[src/rtl/rca_seq_ctrl.sv]
// rca_seq_ctrl: adds two NIBBLES*4-bit operands through one shared 4-bit ripple-carry slice, LSB nibble first.
// Latency: out_valid rises NIBBLES edges after accept. Defining RCA_SEQ_SUB_EN adds a sub port for a-b.
// Backpressure: the result is held in DONE until out_ready. in_ready stays low while busy.
module rca_seq_ctrl #(
  parameter int NIBBLES = 4
) (
  input  logic                   clk,
  input  logic                   rst_n,
  input  logic                   in_valid,
  output logic                   in_ready,
  input  logic [4*NIBBLES-1:0]   a,
  input  logic [4*NIBBLES-1:0]   b,
  input  logic                   cin,
`ifdef RCA_SEQ_SUB_EN
  input  logic                   sub,
`endif
  output logic                   out_valid,
  input  logic                   out_ready,
  output logic [4*NIBBLES-1:0]   sum,
  output logic                   cout,
  output logic                   busy,
  output logic [3:0]             add_a,
  output logic [3:0]             add_b,
  output logic                   add_cin,
  input  logic [3:0]             add_sum,
  input  logic                   add_c4
);

  localparam int W  = 4 * NIBBLES;
  localparam int IW = (NIBBLES > 1) ? $clog2(NIBBLES) : 1;

  typedef enum logic [1:0] {IDLE, RUN, DONE} state_t;

  state_t          state, state_nxt;
  logic [W-1:0]    a_reg, b_reg;
  logic            carry_reg;
  logic [IW-1:0]   idx;
  logic            last;
  logic            sub_reg;
  logic            start_carry;
  logic [3:0]      a_nib, b_nib;

`ifdef RCA_SEQ_SUB_EN
  // Subtraction is a + ~b + 1, so the incoming carry is forced high.
  assign start_carry = sub | cin;

  always_ff @(posedge clk or negedge rst_n) begin
    if (!rst_n) begin
      sub_reg <= 1'b0;
    end else if (state == IDLE && in_valid) begin
      sub_reg <= sub;
    end
  end
`else
  assign start_carry = cin;
  assign sub_reg     = 1'b0;
`endif

  assign last      = (idx == IW'(NIBBLES - 1));
  assign in_ready  = (state == IDLE);
  assign out_valid = (state == DONE);
  assign busy      = (state != IDLE);

  assign a_nib = a_reg[4*idx +: 4];
  assign b_nib = b_reg[4*idx +: 4];

  always_ff @(posedge clk or negedge rst_n) begin
    if (!rst_n) begin
      state <= IDLE;
    end else begin
      state <= state_nxt;
    end
  end

  always_comb begin
    state_nxt = state;
    add_a     = 4'd0;
    add_b     = 4'd0;
    add_cin   = 1'b0;
    case (state)
      IDLE: begin
        if (in_valid) state_nxt = RUN;
      end
      RUN: begin
        add_a   = a_nib;
        add_b   = sub_reg ? ~b_nib : b_nib;
        add_cin = carry_reg;
        if (last) state_nxt = DONE;
      end
      DONE: begin
        if (out_ready) state_nxt = IDLE;
      end
      default: state_nxt = IDLE;
    endcase
  end

  always_ff @(posedge clk or negedge rst_n) begin
    if (!rst_n) begin
      a_reg     <= '0;
      b_reg     <= '0;
      sum       <= '0;
      cout      <= 1'b0;
      carry_reg <= 1'b0;
      idx       <= '0;
    end else begin
      case (state)
        IDLE: begin
          if (in_valid) begin
            a_reg     <= a;
            b_reg     <= b;
            carry_reg <= start_carry;
            idx       <= '0;
            sum       <= '0;
          end
        end
        RUN: begin
          sum[4*idx +: 4] <= add_sum;
          carry_reg       <= add_c4;
          // idx parks on the top nibble so DONE needs no extra bookkeeping.
          if (last) begin
            cout <= add_c4;
          end else begin
            idx <= idx + 1'b1;
          end
        end
        default: ;
      endcase
    end
  end

endmodule
[config.mk]
export PLATFORM = sky130hd
export DESIGN_NAME = rca_seq_ctrl
export DESIGN_NICKNAME = d
export VERILOG_FILES = /design/src/rtl/rca_seq_ctrl.sv
export SDC_FILE = /design/constraint.sdc
export NUM_CORES = 1
export LEC_CHECK = 0
export ABC_AREA = 1
export BUFFER_PORTS_ARGS = -buffer_cell sky130_fd_sc_hd__clkbuf_2
export CORE_MARGIN = 3
export CORE_UTILIZATION = 23
export CTS_BUF_LIST = sky130_fd_sc_hd__clkbuf_8
export DETAILED_ROUTE_END_ITERATION = 8
export PLACE_DENSITY = 0.53
export RECOVER_POWER = 50
export SETUP_SLACK_MARGIN = 0.05
export SYNTH_ARGS = -nofsm -noshare
export SYNTH_HDL_FRONTEND = slang
export SYNTH_SLANG_ARGS = --single-unit
[constraint.sdc]
create_clock -name clk -period 2.8 [get_ports clk]
set_input_delay 0.56 -clock clk [delete_from_list [all_inputs] [get_ports clk]]
set_output_delay 0.56 -clock clk [all_outputs]
set_load 0.01 [all_outputs]
# [Yosys cells after proc, flatten, opt, wreduce, memory -nomap -nowiden]
# Cells that the tools add are included.
[word_totals] output_inout_bits=29 mem_bits_rw=0 ff_bits=54 inputBits=42 memories=0 latch_bits=0 romBits=0
[classes] eq_ne=7 reduce_logical=8 n_mul=0 n_shift=4 n_lt_le_gt_ge=0 bitwise=0 muxes=15 add_sub_neg=2 div=0
[ops] op="$neg A4 Y34" n=1
[ops] op="$shift A4 B34 Y16 const A" n=1
[ops] op="$shiftx A4 B34 Y16" n=1
[ops] op="$pmux W16 S2" n=1
[ops] op="$shiftx A16 B5 Y4" n=2
[ops] op="$bwmux W16" n=1
[ops] op="$mux W16" n=1
[ops] op="$mux W2" n=5
[ops] op="$mux W4" n=2
[ops] op="$ne A2 B2 Y1 const B" n=3
[ops] op="$pmux W2 S3" n=1
[ops] op="$reduce_and A2 Y1" n=3
[ops] op="$reduce_and A3 Y1" n=2
[ops] op="$eq A2 B2 Y1 const B" n=2
[ops] op="$pmux W2 S2" n=1
[ops] op="$reduce_bool A2 Y1" n=2
[ops] op="$add A2 B1 Y2 const B" n=1
[ops] op="$eq A2 B1 Y1 const B" n=1
[ops] op="$logic_not A2 Y1" n=1
[ops] op="$mux W1" n=2
[ops] op="$ne A2 B1 Y1 const B" n=1
[ops] op="$pmux W1 S2" n=1

# [Longest topological paths before layout]
# Gate-level depths: netlist of run 1.
[depth] depth_word=4 ltp_mapped=7 depth_no_buf=6

# [Worst setup path after synthesis of run 1]
# No wires, ideal clock.
[synth_path] path_kind="flip-flop to output port" startpoint="reg idx[0]" endpoint="out add_a[2]" path_slack_ns=1.168 t_arrival_ns=1.072 path_stages_with_launch=6 n_path_buf=1 cell_sequence="dfrtp_1 > inv_2 > buf_2 > nand2_1 > nand3_1 > a21oi_1"
[synth_via] elab_chain_len=2
[synth_rtl] item="start: declaration" line="37" source="logic [IW-1:0] idx;"
[synth_rtl] item="start signal: assignment" line="123" source="idx <= idx + 1'b1;"
[synth_rtl] item="$shiftx A16 B5 Y4" line="64" source="assign a_nib = a_reg[4*idx +: 4];"
[synth_rtl] item="$mux W4" line="80" source="case (state)"
[synth_rtl] item="end: declaration" line="22" source="output logic [3:0] add_a,"
# No other way between the ends.

# [Worst setup path in the final report of run 1]
[layout_path] startpoint="reg state[1]" endpoint="out add_b[2]"
[layout_via] elab_chain_len=2
[layout_rtl] item="start: declaration" line="34" source="state_t state, state_nxt;"
[layout_rtl] item="start signal: assignment" line="71" source="state <= state_nxt;"
[layout_rtl] item="$eq A2 B1 Y1" line="80"
[layout_rtl] item="$mux W4" line="80"
[layout_rtl] item="end: declaration" line="23" source="output logic [3:0] add_b,"
# No other way between the ends.

==> run metrics, run 1 <==
Max-cap violations=1; number of remaining DRC errors=0; Worst Hold Class=in -> reg; layout cell share with drive strength beyond 1=24.43%; clock buffer count from CTS=5; Initial DRT Pass Iterations=4; cell count after placement=525; Hold Crit Depth=2; maximum clock path buffer count=2; Root Driver=clkbuf_8; Synth top area share=50.28%; Synth Register Bits=54; Largest stage delay, worst path=420 ps; WL/cell=13.07 microns; Startpoint Class=flop; Post-Synthesis Cells=323; NumNets Final=440; r2r setup slk=1060 ps; Max H-tree Level=2; Pleak=1.712 nW; asr flop ratio synth=100.0%; antenna violations before repair=0; post-synthesis sequential area ratio=50.28%; Worst Setup End Kind=output port; CTS Hold Bufs=0; Worst IR Drop VDD=395.4 uV; die footprint=13020 sq um; Hold Worst Slack=453.9 ps; DRT iter0 DRCs=82; cell chain of the critical path=inv_1 -> nand2_1 -> a21oi_1 -> clkbuf_2; die span in y=114.1 microns; top area cells in the synthesized netlist=dfrtp_1 (50%), nand2_1 (9.1%), nand3_1 (7.6%); GRT met1 Usage=14.94%; slowest stage cell, crit path=dfrtp_1; largest net degree at the start of global routing=61; layer with the highest usage=met2; DP Area=3168 sq um; worst r2r path cells=6; final cell count without fillers=533; row count=38; status=finished, violations left; CTS resizes=0; syn avg cell area=8.321 sq um; final worst slack=593.6 ps; Chip Width=114.1 microns; pwr dens=1014 nW/um^2; critical path arrival=1650 ps; post-CTS setup buffers=0; required time of the worst setup path=2240 ps; classification of the worst setup path=reg -> out; part of the cycle the worst path needs=78.80%; dominant synthesized flop cell=dfrtp_1; Skew-Pair Late Insertion Delay=300 ps; RSZ-0062 raised after global routing=no; Synth top cells by count=nand2_1 (65), dfrtp_1 (54), inv_1 (44); Setup WS pre-CTS=849.3 ps; Final HPWL DP=5.196 mm; Warnings, synthesis=0; Final Hold Fails=0; global-route wire length before repair=11.83 mm; Setup Skew=6.673 ps; Filler cells=1242; Via density=4.293; most common cell in the netlist=nand2_1; GRT Util Overall=11.32%; Synth Cell Area=2688 sq um; maximum fanout along the worst path=15; Synth cell types=19; CTS tree=built; Initial Util=24.16%; Fmax=453.2 MHz; final core occ=29.16%; design area=3244 sq um; Synth-to-Final Area Change=20.72%; Setup TNS=0 ps; met2 usage=19.28%; grt met3 use=2.431%; Overall Power=3.291 mW; Ports=71; Clock Sinks=54; setup violators final=0; clock-pin slew on the worst setup and hold paths=90 ps; worst-margin pin slew=1877 ps; ANT cells=0; Post-DRT Antenna Nets=0; Core Area=11130 sq um; Post-synth EDFFs=0; slew margin rel.=-25.11%; fin crit period=2206 ps; failing checks=capacitance limit, slew limit; routability congestion estimate=0.7463; Final Slew Violations=36; grt ovf=0; vias in the first global route=2385; port bufs=70; total wire length=6.965 mm; vias=2288; syn nets=371; area leader, netlist=dfrtp_1
==> critical path, delay by kind of cell (launching register included) <==
kind            cells  cell delay (ps)
flops               1              420
simple gates        1              330
compound gates      1              310
buf+inv             2              290
==> power by group <==
group / leakage, nW / switching (mW) / internal, mW / total [mW]
combinational: 1.01 / 1.07 / 0.539 / 1.60
sequential: 0.642 / 0.101 / 1.07 / 1.17
clock: 0.0607 / 0.252 / 0.261 / 0.513
==> final timing paths <==
path                       startpoint        to
max                          state[1]  add_b[2]
min                         out_ready  state[1]
max reg2reg                    idx[0]    sum[0]
min reg2reg                      cout      cout
max in group asynchronous       rst_n    sum[2]
min in group asynchronous       rst_n  a_reg[2]
==> per-layer routing <==
metal,part of all wire [%],wire length (microns)
met1,46,3234
met2,48,3365
met3,4.7,327
met4,0.55,38
met5,0,0
==> cell usage in the layout (no fill, tap or decap) <==
master / netlist / routed
nand2_1: 65 / 65
clkbuf_2: 0 / 58
dfrtp_1: 54 / 54
inv_1: 44 / 46
nand3_1: 41 / 41
nor2_1: 31 / 32
a21oi_1: 27 / 27
clkbuf_1: 2 / 14
a21oi_2: 13 / 13
o21ai_0: 10 / 10
nor2_2: 10 / 10
ha_1: 6 / 6
clkbuf_8: 0 / 5
buf_4: 1 / 3
nor2_4: 3 / 2
inv_2: 1 / 1
clkinv_1: 1 / 1
nand2_4: 0 / 1
nand2_2: 2 / 1
o31ai_1: 1 / 1
bufinv_16: 0 / 1
buf_12: 0 / 1
==> final cells by class <==
| cell class | instances | area, sq um | area share (%) |
|---|---|---|---|
| flip-flops and latches | 54 | 1351 | 41.65 |
| multi-input cells | 209 | 1054 | 32.47 |
| repair buffers | 76 | 385.4 | 11.88 |
| well taps | 140 | 175.2 | 5.399 |
| inverters | 46 | 172.7 | 5.322 |
| clock buffers | 5 | 68.82 | 2.121 |
| clock inverters | 3 | 37.54 | 1.157 |
==> logic make-up after synthesis <==
| family | after synthesis | share of synthesized area (%) |
|---|---|---|
| compound gates | 51 | 11.41 |
| buf+inv | 60 | 10.43 |
| flops | 54 | 50.28 |
| simple gates | 152 | 25.09 |
| fa+ha+maj | 6 | 2.793 |
(Power assumes the default switching activity.)
==> inputs of run 2 (changes only) <==
clock period = 2.2 ns   (was 2.8 ns; I/O delays follow)
==> run 2 against run 1 <==
Hold slack got worse by 170 ps. Non-clock buffer count grew 2. Routed wire length is 1.7% lower. Clock-buffer cell count did not move. First-iteration DRC count grew 22%. The flow now finishes without violations. Core utilization grew 0.24 points. Sequential cell count stayed put. Critical endpoint is now add_a[1]. Register-to-register slack worse by 580 ps. Critical path depth is 2 higher. Sequential power rose by 28%.
==> run metrics, run 2 (synthesis results as in run 1) <==
status=completed (was finished, violations left); cell chain of the critical path=buf_6 -> inv_4 -> nand2_1 -> nand3_1 -> a21oi_1 -> clkbuf_2 (was inv_1 -> nand2_1 -> a21oi_1 -> clkbuf_2); vias in the first global route=2308 (was 2385); Setup Skew=10.09 ps (was 6.673 ps); Worst Setup End Kind=output port (unchanged); Clock power frac=13.3% (was 15.6%); switch share=43.92% (was 43.14%); most frequent cells in the layout=nand2_1 (64), clkbuf_2 (58), dfrtp_1 (53) (was nand2_1 (65), clkbuf_2 (58), dfrtp_1 (54)); Final HPWL DP=5.186 mm (was 5.196 mm); clock-pin slew on the worst setup and hold paths=100 ps (was 90 ps); r2r setup slk=480 ps (was 1060 ps); Ports=71 (unchanged); post-CTS setup buffers=0 (unchanged); Chip Width=114.1 microns (unchanged); Fmax=511.4 MHz; row count=38 (unchanged); Final Slew Violations=0 (was 36); Worst IR Drop VDD=538.4 uV (was 395.4 uV); critical path arrival=1520 ps (was 1650 ps); Clock Sinks=54 (unchanged); most common cell after layout, fill and taps aside=nand2_1 (unchanged); final cell count without fillers=535 (was 533); grt ovf=0 (unchanged); family with the most delay on the worst path=buffers and inverters (was flip-flops); worst-margin pin slew=1048 ps (was 1877 ps); Pleak=1.720 nW (was 1.712 nW); Worst Path Buf+Inv=3 (was 2); Largest stage delay, worst path=390 ps (was 420 ps); Post-DRT Antenna Nets=0 (unchanged); fin crit period=1955 ps; slew margin rel.=30.10% (was -25.11%); Core Area=11130 sq um (unchanged); WL/cell=12.79 microns (was 13.07 microns); Root Driver=clkbuf_8 (unchanged); port bufs=70 (unchanged); Via density=4.226 (was 4.293); setup violators final=0 (unchanged); combinational power share=50.5% (was 48.8%); antenna violations before repair=0 (unchanged); clock buffer count from CTS=5 (unchanged); RSZ-0062 raised after global routing=no (unchanged); Internal Power=2.325 mW (was 1.871 mW); Worst Hold Class=in -> async (was in -> reg); DRT iter0 DRCs=100 (was 82); required time of the worst setup path=1760 ps (was 2240 ps); Filler cells=1229 (was 1242); Final Hold Fails=0 (unchanged); Synth-to-Final Area Change=21.69% (was 20.72%); Initial Util=24.16% (unchanged); pwr dens=1268 nW/um^2 (was 1014 nW/um^2); classification of the worst setup path=reg -> out (unchanged); NumNets Final=442 (was 440); routability congestion estimate=0.7420 (was 0.7463); global-route wire length before repair=11.43 mm (was 11.83 mm); CP Depth=6 (was 4); multi-input logic area=1061 sq um (was 1054 sq um); largest net degree at the start of global routing=39 (was 61); ANT cells=0 (unchanged); Startpoint Class=flop (unchanged); CTS tree=built (unchanged); Reg power frac=36.2% (was 35.6%); maximum clock path buffer count=2 (unchanged); die span in y=114.1 microns (unchanged); switching pwr=1.821 mW (was 1.420 mW); number of remaining DRC errors=0 (unchanged); register area=1353 sq um (was 1351 sq um); vias=2261 (was 2288); slowest stage cell, crit path=dfrtp_1 (unchanged); part of the cycle the worst path needs=88.88%; die footprint=13020 sq um (unchanged); worst r2r path cells=5 (was 6); total wire length=6.844 mm (was 6.965 mm); maximum fanout along the worst path=20 (was 15); GRT Util Overall=11.02% (was 11.32%); cell count after placement=527 (was 525); Initial DRT Pass Iterations=4 (unchanged); Max-cap violations=0 (was 1); Setup TNS=0 ps (unchanged); Max H-tree Level=2 (unchanged); layout cell share with drive strength beyond 1=25.82% (was 24.43%); Skew-Pair Late Insertion Delay=310 ps (was 300 ps)
[run 2: cell type report]
type / count / area share [%]
clock buffers: 5 / 2.104
well taps: 140 / 5.356
repair buffers: 78 / 12.85
clock inverters: 3 / 0.5356
multi-input cells: 209 / 32.44
inverters: 46 / 5.356
flip-flops and latches: 54 / 41.35
[run 2: worst register-to-register path, delay by kind of cell, from the launching register on]
kind,cells,cell delay (ps)
fa+ha+maj,1,490
buf+inv,1,350
flops,1,350
simple gates,3,480
[run 2: path summary, 6_finish.rpt]
| kind | startpoint | to |
|---|---|---|
| setup / recovery | idx[0] | add_a[1] |
| hold / removal | rst_n | a_reg[2] |
| setup reg to reg | idx[1] | sum[1] |
| hold reg to reg | cout | cout |
| max in group asynchronous | rst_n | idx[1] |
| min in group clk | out_ready | state[1] |
[run 2: metal layers]
layer  vias up  track usage (%)  share of wire [%]
met2        49            18.50                 48
li1       1150                -                  -
met5         -                0                  0
met1      1058            14.43                 46
met4         0            2.375               0.61
met3         4            2.696                5.0
[run 2: power by group through the flow]
stage,clock (mW),combinational (mW),sequential (mW)
after detailed placement,0,2.14,1.52
after floorplan,0,1.45,1.54
after global placement,0,2.12,1.51
after CTS,0.588,2.15,1.50
final,0.551,2.09,1.50
after global routing,0.631,2.43,1.55
[run 2: per-stage QoR]
stage	hold WS, ps	worst slack [ps]	instance area (sq um)	utilization, %	power (mW)
final	285.8	244.7	3271	29.40	4.146
after global routing	296.2	61.10	3271	29.40	4.610
after CTS	91.14	88.41	3297	29.63	4.242
after detailed placement	442.0	316.8	3208	28.83	3.663
after global placement	441.2	337.1	3208	28.83	3.636
after floorplan	144.4	644.0	2688	-	2.989
[run 2: what timing repair did]
item / 4_1_cts / 5_1_grt
gates resized for setup: 1 / 5
endpoints found under the setup margin: 6 / 8
hold buffers: 0 / 0
==> inputs of run 3 (changes only) <==
CORE_UTILIZATION = 54   (was 23)
PLACE_DENSITY = 0.93   (was 0.53)
==> run 3 against run 2 <==
Sequential share of layout area rose by 1.7 points. Non-clock buffer count fell by 1. Critical path type unchanged. Die area fell by 55%. Largest power group unchanged. Clock power fell by 3%. Clock-buffer cell count did not move. Register-to-register slack improved by 60 ps. Critical path depth fell by 1. First-iteration DRC count rose by 110%. Setup slack got worse by 17 ps. Maximum frequency fell by 0.87%.
==> run metrics, run 3 (synthesis results as in run 1) <==
M1 wire length=2.551 mm (was 3.156 mm); global-route wire length before repair=10.01 mm (was 11.43 mm); Final Slew Violations=0 (unchanged); top sig layer=met4 (unchanged); layout cell share with drive strength beyond 1=26.40% (was 25.82%); critical path arrival=1530 ps (was 1520 ps); RSZ-0062 raised after global routing=no (unchanged); Max H-tree Level=2 (unchanged); number of remaining DRC errors=0 (unchanged); design area=3148 sq um (was 3271 sq um); Setup TNS=0 ps (unchanged); Fmax=507.0 MHz (was 511.4 MHz); grt ovf=0 (unchanged); routed wl met2=2.983 mm (was 3.301 mm); CTS Hold Bufs=0 (unchanged); CTS tree=built (unchanged); GRT Util Overall=21.10% (was 11.02%); Worst Setup End Kind=output port (unchanged); antenna violations before repair=0 (unchanged); row count=25 (was 38); CTS resizes=0 (was 1); die footprint=5859 sq um (was 13020 sq um); Largest stage delay, worst path=490 ps (was 390 ps); classification of the worst setup path=reg -> out (unchanged); Initial DRT Pass Iterations=4 (unchanged); largest net degree at the start of global routing=55 (was 39); DRT iter0 DRCs=210 (was 100); port bufs=70 (unchanged); total wire length=5.852 mm (was 6.844 mm); Ports=71 (unchanged); Chip Width=76.55 microns (was 114.1 microns); most common cell after layout, fill and taps aside=nand2_1 (unchanged); vias in the first global route=2225 (was 2308); Setup Skew=13.50 ps (was 10.09 ps); Worst Hold Class=in -> reg (was in -> async); Overall Power=4.067 mW (was 4.146 mW); slowest stage cell, crit path=dfrtp_2 (was dfrtp_1); clock buffer count from CTS=5 (unchanged); Startpoint Class=flop (unchanged); status=completed (unchanged); routability congestion estimate=0.8151 (was 0.7420); Worst IR Drop VDD=524.1 uV (was 538.4 uV); Initial Util=56.53% (was 24.16%); post-CTS setup buffers=0 (unchanged); multi-input logic area=1064 sq um (was 1061 sq um); Filler cells=425 (was 1229); Final HPWL DP=4.272 mm (was 5.186 mm); Pleak=1.700 nW (was 1.720 nW); part of the cycle the worst path needs=89.66% (was 88.88%); DP Area=3072 sq um (was 3208 sq um); NumNets Final=441 (was 442); worst-margin pin slew=1297 ps (was 1048 ps); clock-pin slew on the worst setup and hold paths=80 ps (was 100 ps); WL/cell=12.69 microns (was 12.79 microns); Synth-to-Final Area Change=17.13% (was 21.69%); most frequent cells in the layout=nand2_1 (64), clkbuf_2 (58), dfrtp_1 (52) (was nand2_1 (64), clkbuf_2 (58), dfrtp_1 (53)); Core Area=4755 sq um (was 11130 sq um); pwr dens=1292 nW/um^2 (was 1268 nW/um^2); maximum fanout along the worst path=20 (unchanged); slew margin rel.=13.52% (was 30.10%); Final Hold Fails=0 (unchanged); required time of the worst setup path=1760 ps (about the same); metal3 WL=270 microns (was 344 microns); die span in y=76.55 microns (was 114.1 microns); Post-DRT Antenna Nets=0 (unchanged); Root Driver=clkbuf_8 (unchanged); setup violators final=0 (unchanged); cell chain of the critical path=inv_2 -> nand2_1 -> nand3_1 -> a21oi_1 -> clkbuf_2 (was buf_6 -> inv_4 -> nand2_1 -> nand3_1 -> a21oi_1 -> clkbuf_2); vias=2267 (was 2261); Max-cap violations=0 (unchanged); Hold Worst Slack=329.0 ps (was 285.8 ps); maximum clock path buffer count=2 (unchanged); Skew-Pair Late Insertion Delay=300 ps (was 310 ps); Clock Sinks=54 (unchanged); ANT cells=0 (unchanged); register area=1354 sq um (was 1353 sq um); Via density=4.918 (was 4.226); fin crit period=1973 ps (was 1955 ps)
-- run 3: cell count changes in the layout (fill, tap and decap cells not counted), sizes merged --
cell,delta
clkinv,-1
buf,-1
clkinvlp,+1
-- run 3: path summary, 6_finish.rpt --
path / from / end / slack [ps] / depth (start not counted)
worst max-delay path: idx[0] / add_a[2] / 230 / 5
worst min-delay path: out_ready / state[1] / 330 / 2
worst max register to register: idx[1] / sum[12] / 540 / 5
worst min register to register: cout / cout / 500 / 2
max in group asynchronous: rst_n / idx[0] / 810 / 2
min in group asynchronous: rst_n / a_reg[8] / 490 / 2
-- run 3: area by class of cell --
class                      count  area share (%)
multi-input combinational    209           33.78
timing repair buffer          77           12.20
tap                           67           2.663
sequential                    54           43.00
clock buffer                   5           2.186
clock inverter                 3          0.5564
inverter                      46           5.604
-- run 3: critical path, delay by kind of cell (launching register included) --
family	cells	cell delay [ps]
AOI/OAI and AO/OA	1	180
and+or+nand+nor	2	200
DFF	1	490
buffers and inverters	2	360
-- run 3: power breakdown --
part / internal, mW / total, mW / leakage, nW / switching, mW
clock: 0.221 / 0.532 / 0.0493 / 0.312
combinational: 0.693 / 1.97 / 1.01 / 1.28
sequential: 1.37 / 1.56 / 0.639 / 0.193
total: 2.28 / 4.07 / 1.70 / 1.79
-- run 3: through the flow --
step                      utilization (%)  worst slack (ps)  instances
after floorplan                         -             644.0        323
after global placement              64.61             458.2        453
after detailed placement            64.61             340.9        453
after CTS                           66.42             58.60        461
after global routing                66.21             64.73        461
final                               66.21             227.5        461
-- run 3: routing by layer --
metal,vias up,track usage [%]
li1,1149,-
met1,1054,26.66
met2,60,37.26
met3,4,3.901
met4,0,5.435
met5,-,0
